[src/rtl/bp_cce_pkg.sv]
// CCE-local definitions: directory way-group reader FSM states.
package bp_cce_pkg;

  typedef enum logic [1:0] {
    e_IDLE  = 2'd0,
    e_READ  = 2'd1,
    e_DRAIN = 2'd2,
    e_DONE  = 2'd3
  } bp_cce_dir_wg_reader_state_e;

endpackage

[src/rtl/bp_common_pkg.sv]
// Shared processor-configuration and coherence-state definitions.
package bp_common_pkg;

  typedef enum logic [2:0] {
    e_COH_I = 3'b000,
    e_COH_S = 3'b001,
    e_COH_E = 3'b010,
    e_COH_F = 3'b011,
    e_COH_O = 3'b100,
    e_COH_M = 3'b110
  } bp_coh_states_e;

  typedef enum logic [1:0] {
    e_bp_inv_cfg         = 2'd0,
    e_bp_single_core_cfg = 2'd1
  } bp_params_e;

  function automatic int bp_num_lce(bp_params_e p);
    case (p)
      e_bp_single_core_cfg: return 2;
      default:              return 4;
    endcase
  endfunction

  function automatic int bp_lce_assoc(bp_params_e p);
    case (p)
      default: return 8;
    endcase
  endfunction

  function automatic int bp_tag_width(bp_params_e p);
    case (p)
      default: return 12;
    endcase
  endfunction

  function automatic int bp_num_way_groups(bp_params_e p);
    case (p)
      default: return 16;
    endcase
  endfunction

endpackage

[src/rtl/bp_cce_dir_tag_compare.sv]
// Combinational tag match across one LCE's ways; lowest hitting way wins.
module bp_cce_dir_tag_compare
  import bp_common_pkg::*;
#(
  parameter int assoc_p     = 8,
  parameter int tag_width_p = 12,
  localparam int way_width_lp   = $clog2(assoc_p),
  localparam int state_width_lp = $bits(bp_coh_states_e),
  localparam int entry_width_lp = tag_width_p + state_width_lp
) (
  input  logic [assoc_p*entry_width_lp-1:0] entries_i,
  input  logic [tag_width_p-1:0]            tag_i,
  output logic                              hit_o,
  output logic [way_width_lp-1:0]           way_o,
  output bp_coh_states_e                    state_o,
  output logic                              multi_o
);

  logic [assoc_p-1:0][entry_width_lp-1:0] entry;
  logic [assoc_p-1:0]                     way_hit;

  assign entry = entries_i;

  // per-way match: tag equal and line not invalid
  always_comb begin
    way_hit = '0;
    for (int w = 0; w < assoc_p; w++) begin
      way_hit[w] = (entry[w][entry_width_lp-1 -: tag_width_p] == tag_i)
                && (entry[w][state_width_lp-1:0] != e_COH_I);
    end
  end

  // scan from way 0 upward so the lowest hit is kept; any further hit flags multi
  always_comb begin
    hit_o   = 1'b0;
    way_o   = '0;
    state_o = e_COH_I;
    multi_o = 1'b0;
    for (int w = 0; w < assoc_p; w++) begin
      if (way_hit[w]) begin
        if (hit_o) begin
          multi_o = 1'b1;
        end else begin
          hit_o   = 1'b1;
          way_o   = way_width_lp'(w);
          state_o = bp_coh_states_e'(entry[w][state_width_lp-1:0]);
        end
      end
    end
  end

endmodule

[src/rtl/bp_cce_dir_wg_reader.sv]
// Reads one directory way-group row by row and consolidates per-LCE sharer info.
//
// state   | meaning
// e_IDLE  | ready for a request
// e_READ  | issuing one RAM row read per cycle
// e_DRAIN | absorbing data for the last row issued
// e_DONE  | result valid, waiting for sharers_yumi_i
module bp_cce_dir_wg_reader
  import bp_common_pkg::*;
  import bp_cce_pkg::*;
#(
  parameter bp_params_e bp_params_p = e_bp_inv_cfg,
  parameter int lces_per_row_p      = 2,
  localparam int num_lce_p          = bp_num_lce(bp_params_p),
  localparam int lce_assoc_p        = bp_lce_assoc(bp_params_p),
  localparam int tag_width_p        = bp_tag_width(bp_params_p),
  localparam int lce_assoc_width_p  = $clog2(lce_assoc_p),
  localparam int wg_width_lp        = $clog2(bp_num_way_groups(bp_params_p)),
  localparam int rows_lp            = num_lce_p / lces_per_row_p,
  localparam int row_width_lp       = (rows_lp > 1) ? $clog2(rows_lp) : 1,
  localparam int entry_width_lp     = tag_width_p + $bits(bp_coh_states_e),
  localparam int lce_data_width_lp  = lce_assoc_p * entry_width_lp,
  localparam int row_data_width_lp  = lces_per_row_p * lce_data_width_lp
) (
  input  logic                                          clk_i,
  input  logic                                          reset_n_i,
  input  logic                                          v_i,
  output logic                                          ready_o,
  input  logic [wg_width_lp-1:0]                        wg_i,
  input  logic [tag_width_p-1:0]                        tag_i,
  output logic                                          rd_v_o,
  output logic [wg_width_lp+row_width_lp-1:0]           rd_addr_o,
  input  logic [row_data_width_lp-1:0]                  rd_data_i,
  output logic                                          sharers_v_o,
  input  logic                                          sharers_yumi_i,
  output logic [num_lce_p-1:0]                          sharers_hits_o,
  output logic [num_lce_p-1:0][lce_assoc_width_p-1:0]   sharers_ways_o,
  output bp_coh_states_e [num_lce_p-1:0]                sharers_coh_states_o,
  output logic                                          multi_hit_o
);

  localparam logic [row_width_lp-1:0] last_row_lp = row_width_lp'(rows_lp - 1);

  bp_cce_dir_wg_reader_state_e state_r;
  logic [wg_width_lp-1:0]      wg_r;
  logic [tag_width_p-1:0]      tag_r;
  logic                        data_v_r;
  logic [row_width_lp-1:0]     data_row_r;
  logic                        accept;

  logic [lces_per_row_p-1:0]                        cmp_hit;
  logic [lces_per_row_p-1:0][lce_assoc_width_p-1:0] cmp_way;
  bp_coh_states_e [lces_per_row_p-1:0]              cmp_state;
  logic [lces_per_row_p-1:0]                        cmp_multi;

  assign ready_o     = (state_r == e_IDLE);
  assign sharers_v_o = (state_r == e_DONE);
  assign accept      = v_i & ready_o;

  // request sequencing; the row field of rd_addr_o doubles as the row counter
  always_ff @(posedge clk_i or negedge reset_n_i) begin
    if (!reset_n_i) begin
      state_r   <= e_IDLE;
      wg_r      <= '0;
      tag_r     <= '0;
      rd_v_o    <= 1'b0;
      rd_addr_o <= '0;
    end else begin
      case (state_r)
        e_IDLE: if (v_i) begin
          wg_r      <= wg_i;
          tag_r     <= tag_i;
          rd_v_o    <= 1'b1;
          rd_addr_o <= {wg_i, {row_width_lp{1'b0}}};
          state_r   <= e_READ;
        end
        e_READ: if (rd_addr_o[row_width_lp-1:0] == last_row_lp) begin
          rd_v_o    <= 1'b0;
          rd_addr_o <= '0;
          state_r   <= e_DRAIN;
        end else begin
          rd_addr_o <= {wg_r, rd_addr_o[row_width_lp-1:0] + 1'b1};
        end
        e_DRAIN: state_r <= e_DONE;
        e_DONE:  if (sharers_yumi_i) state_r <= e_IDLE;
        default: state_r <= e_IDLE;
      endcase
    end
  end

  // RAM data lags the strobe by one cycle; reset drops any read in flight
  always_ff @(posedge clk_i or negedge reset_n_i) begin
    if (!reset_n_i) begin
      data_v_r   <= 1'b0;
      data_row_r <= '0;
    end else begin
      data_v_r   <= rd_v_o;
      data_row_r <= rd_addr_o[row_width_lp-1:0];
    end
  end

  for (genvar j = 0; j < lces_per_row_p; j++) begin : cmp
    bp_cce_dir_tag_compare #(
      .assoc_p     (lce_assoc_p),
      .tag_width_p (tag_width_p)
    ) u_cmp (
      .entries_i (rd_data_i[j*lce_data_width_lp +: lce_data_width_lp]),
      .tag_i     (tag_r),
      .hit_o     (cmp_hit[j]),
      .way_o     (cmp_way[j]),
      .state_o   (cmp_state[j]),
      .multi_o   (cmp_multi[j])
    );
  end

  for (genvar i = 0; i < num_lce_p; i++) begin : lce
    localparam int row_c = i / lces_per_row_p;
    localparam int col_c = i % lces_per_row_p;

    logic                         hit_r;
    logic [lce_assoc_width_p-1:0] way_r;
    bp_coh_states_e               st_r;

    // capture this LCE's result when its row returns; cleared on each new request
    always_ff @(posedge clk_i or negedge reset_n_i) begin
      if (!reset_n_i) begin
        hit_r <= 1'b0;
        way_r <= '0;
        st_r  <= e_COH_I;
      end else if (accept) begin
        hit_r <= 1'b0;
        way_r <= '0;
        st_r  <= e_COH_I;
      end else if (data_v_r && (data_row_r == row_width_lp'(row_c))) begin
        hit_r <= cmp_hit[col_c];
        way_r <= cmp_way[col_c];
        st_r  <= cmp_state[col_c];
      end
    end

    assign sharers_hits_o[i]       = hit_r;
    assign sharers_ways_o[i]       = way_r;
    assign sharers_coh_states_o[i] = st_r;
  end

  // sticky multi-hit error, only reset clears it
  always_ff @(posedge clk_i or negedge reset_n_i) begin
    if (!reset_n_i) multi_hit_o <= 1'b0;
    else if (data_v_r && (|cmp_multi)) multi_hit_o <= 1'b1;
  end

endmodule

[config.mk]
export PLATFORM = sky130hd
export DESIGN_NAME = bp_cce_dir_wg_reader
export DESIGN_NICKNAME = d
export VERILOG_FILES = /design/src/rtl/bp_cce_pkg.sv /design/src/rtl/bp_common_pkg.sv /design/src/rtl/bp_cce_dir_tag_compare.sv /design/src/rtl/bp_cce_dir_wg_reader.sv
export SDC_FILE = /design/constraint.sdc
export NUM_CORES = 1
export LEC_CHECK = 0
export CORE_MARGIN = 2
export CORE_UTILIZATION = 30
export CTS_CLUSTER_DIAMETER = 80
export CTS_CLUSTER_SIZE = 24
export DETAILED_ROUTE_END_ITERATION = 6
export GPL_TIMING_DRIVEN = 0
export RECOVER_POWER = 100
export SETUP_SLACK_MARGIN = 0.2
export SLEW_MARGIN = 0
export SYNTH_ARGS = -nofsm -noshare
export SYNTH_HDL_FRONTEND = slang
export SYNTH_SLANG_ARGS = --single-unit
[constraint.sdc]
create_clock -name clk_i -period 4.75 [get_ports clk_i]
set_input_delay 0.475 -clock clk_i [delete_from_list [all_inputs] [get_ports clk_i]]
set_output_delay 0.475 -clock clk_i [all_outputs]
set_load 0.02 [all_outputs]
==> impl_results.md <==
* Inserted Clock Buffers at 5
* Number of synthesized register bits at 55
* Worst VDD drop at 0.180 mV
* Starting DRC count in detailed routing at 280
* Cts-stage hold buffer count at 0
* Pwr/cell area at 386 nW/um^2
* Slowest CP cell: clkbuf_1
* DRT Pass-1 Iters at 4
* Critical path endpoint category: flop
* Switching power total at 1650 uW
* Overall Power at 3530 uW
* Cells along the critical path: buf_4 -> clkbuf_1 -> xor2_1 -> nor4_1 -> nand4_1 -> nand4_1 -> nor3b_1 -> a2111o_1 -> o2111ai_1 -> a21o_1
* First-pass GRT wire length at 35800 um
* Critical Path Fanout Max at 10
* Max Slew Vio Count at 58
* Failing checks: max-capacitance violations, max-slew violations
* Commonest cells in the netlist: xor2_1, nand2_1, xnor2_1
* Synth cell types at 60
* Post-synthesis sequential area ratio at 0.239
* Congestion Overflow GR at 0
* Combinational Power Share at 0.699
* Post-CTS setup buffer count at 0
* Initial antenna violation count at 1
* Pleak at 0.00397 uW
* FF-to-FF End: multi_hit_o
* Maximum level of the CTS H-tree at 2
* Area contributors post-synth: dfrtp_1, xor2_1, xnor2_1
* # resized after CTS at 0
* Final hold violations at 0
* R2R setup slack at 1.22 ns
* Seq pwr share at 0.191
* Worst-case clock skew at 0.00880 ns
* Number of enable flip-flop cells after synthesis at 0
* Mapped Nets at 972
* Final Cycle Share at 0.743
* Kind of critical path: flop to flop
* Core Area at 18800 sq um
* Die width at 143 um
* Max_slew headroom at -0.0371
* DRC errors left at 0
* Max incr delay on CP at 0.74 ns
* CTS clk-pin slew, worst paths at 0.08 ns
* Vias at 6167
* Asr flop ratio synth at 1.00
* Internal Dissipation at 1880 uW
* Multi-input gate area at 3990 sq um
* Initial Utilization at 0.307
* RSZ-0062 raised after global routing: no
* Die Footprint at 20300 sq um
* Post-route ant nets at 0
* Clock share of power at 0.110
* Mapped Avg Cell Area at 8.13 sq um
* Final core occ at 0.488
* GR Util All Layers at 0.234
* Leading area contributor after synthesis: dfrtp_1
* MaxCap Viol Count at 2
* Hold path depth at 0
* R2R Path Start: tag_r[1]
* Row cnt at 50
* Syn Inst Count at 708
* Reg area at 1380 sq um
* Layout cells sized above 1 at 0.0543
* TritonCTS clock tree: done
* Slew @ Worst Pin at 1.56 ns
* Layout area overhead at 59.0%
* Yosys warning count at 0
* Largest net degree at the start of global routing at 30
* Filler instances at 1868
* Setup violators final at 0
* Cell with the most instances after synthesis: xor2_1
* Vias/cell at 4.94
* Total negative slack at 0 ns
* Vias in the first global route at 6270
* WP data arrival at 3.77 ns
* IO buf count at 296
* Root Buffer: clkbuf_16
* Clock tree buffer depth at 2
* Minimum clock period at 3.53 ns
* Routed wire length per instance at 19.6 um
* CTS Sinks at 55
* Io pins at 297
* Hold WC Path Type: flop to flop
* Worst path most repeated cell: nand4_1
* Nets@finish at 1276
* Routed WL at 24400 um
* Critical Path RT at 4.99 ns
* Startpoint class of the critical path: flop
* Sw frac at 0.467
* GP Congestion at 0.899
* Mapped Area at 5760 sq um
* Reg2Reg Depth at 10
* DP HPWL at 20300 um
* Top-area cell type share of the netlist area at 0.239
* Skew-Pair Late Insertion Delay at 0.30 ns
* Worst Hold End: data_v_r
* Die Ht at 143 um
* Status: finished with violations
* Achievable Freq at 0.283 GHz
* Hold wc startpoint: rd_v_o
* Main synth FF type: dfrtp_1
## cells by family after synthesis
group | after synthesis | synth area share
xor gates and xnor gates | 192 | 0.292
buffers and inverters | 61 | 0.0671
DFF | 55 | 0.239
AOI/OAI and AO/OA | 98 | 0.116
muxes | 16 | 0.0289
and+or+nand+nor | 282 | 0.248
adders and majority gates | 4 | 0.00869
## worst max-delay path, delay by kind of cell, from the launching register on
kind            cells  cell delay (ns)
simple gates        4             1.38
xor+xnor            1             0.15
compound gates      3             0.66
buf+inv             2             0.95
flops               1             0.32
## per-stage QoR
stage	worst slack [ns]	instances	cell area (sq um)	hold slack [ns]
3_5_place_dp	1.47	1239	9030	0.426
2_1_floorplan	2.37	708	5760	0.179
4_1_cts	1.76	1247	9180	0.235
5_1_grt	1.06	1247	9160	0.454
3_3_place_gp	1.34	1238	9010	0.426
6_report	1.22	1248	9160	0.439
## power groups by stage
stage / Sequential (uW) / Combinational [uW] / Clock (uW)
after detailed placement: 688 / 2540 / 0
after global placement: 685 / 2510 / 0
after floorplan: 739 / 1590 / 0
final: 675 / 2470 / 389
after CTS: 679 / 2550 / 399
after global routing: 691 / 2710 / 417
## per-layer routing
| layer | global-route usage | part of all wire | vias up | wire (um) |
|---|---|---|---|---|
| li1 | - | - | 3062 | - |
| met4 | 0.0563 | 0.021 | 0 | 516 |
| met2 | 0.429 | 0.49 | 240 | 12000 |
| met1 | 0.279 | 0.41 | 2841 | 10100 |
| met5 | 0 | 0 | - | 0 |
| met3 | 0.0464 | 0.075 | 24 | 1820 |
## cells in the final DEF (no fill, tap or decap), types with 4 or more instances in the layout
cell type and n:
or3_1 6, clkbuf_1 15, ha_1 4, nor3_1 24, inv_1 18, nand4_1 31, nor2_1 43, a22o_1 4
clkbuf_16 5, buf_6 12, nand3_1 15, o211ai_1 6, a21oi_1 14, a211oi_1 6, a21o_1 4, or4_1 9
xnor2_1 66, a31oi_1 5, xor2_1 126, mux2_2 5, nor4_1 30, buf_4 16, nand2_1 95, o21ai_0 29
mux2i_1 11, or2_2 4, clkdlybuf4s50_1 256, dlygate4sd3_1 39, dfrtp_1 55, nor2b_1 8
## how the worst max path moves through the flow
stage,start,endpoint,cells after the start
2_1_floorplan,tag_r[6],lce[0].st_r[1],10
3_3_place_gp,reset_n_i,tag_r[5],1
3_5_place_dp,rd_data_i[99],lce[0].st_r[0],9
4_1_cts,tag_r[8],multi_hit_o,10
5_1_grt,tag_r[1],multi_hit_o,10
6_report,tag_r[1],multi_hit_o,10
## sequential cells by signal, indices dropped and copies added, names as in the netlist
register,count
data_v_r,1
rd_v_o,1
rd_addr_o,5
lce.way_r,12
wg_r,4
state_r,2
data_row_r,1
lce.hit_r,4
tag_r,12
multi_hit_o,1
lce.st_r,12
## layout make-up
cell class                      count  area share
Sequential cell                    55       0.150
Buffer                             42      0.0336
Antenna cell                        1    0.000273
Inverter                           19     0.00779
Timing Repair Buffer              297       0.323
Clock inverter                      3     0.00314
Clock buffer                        5      0.0137
Tap cell                          234      0.0320
Multi-Input combinational cell    592       0.436
No activity file was read; power rests on OpenSTA's default activity.
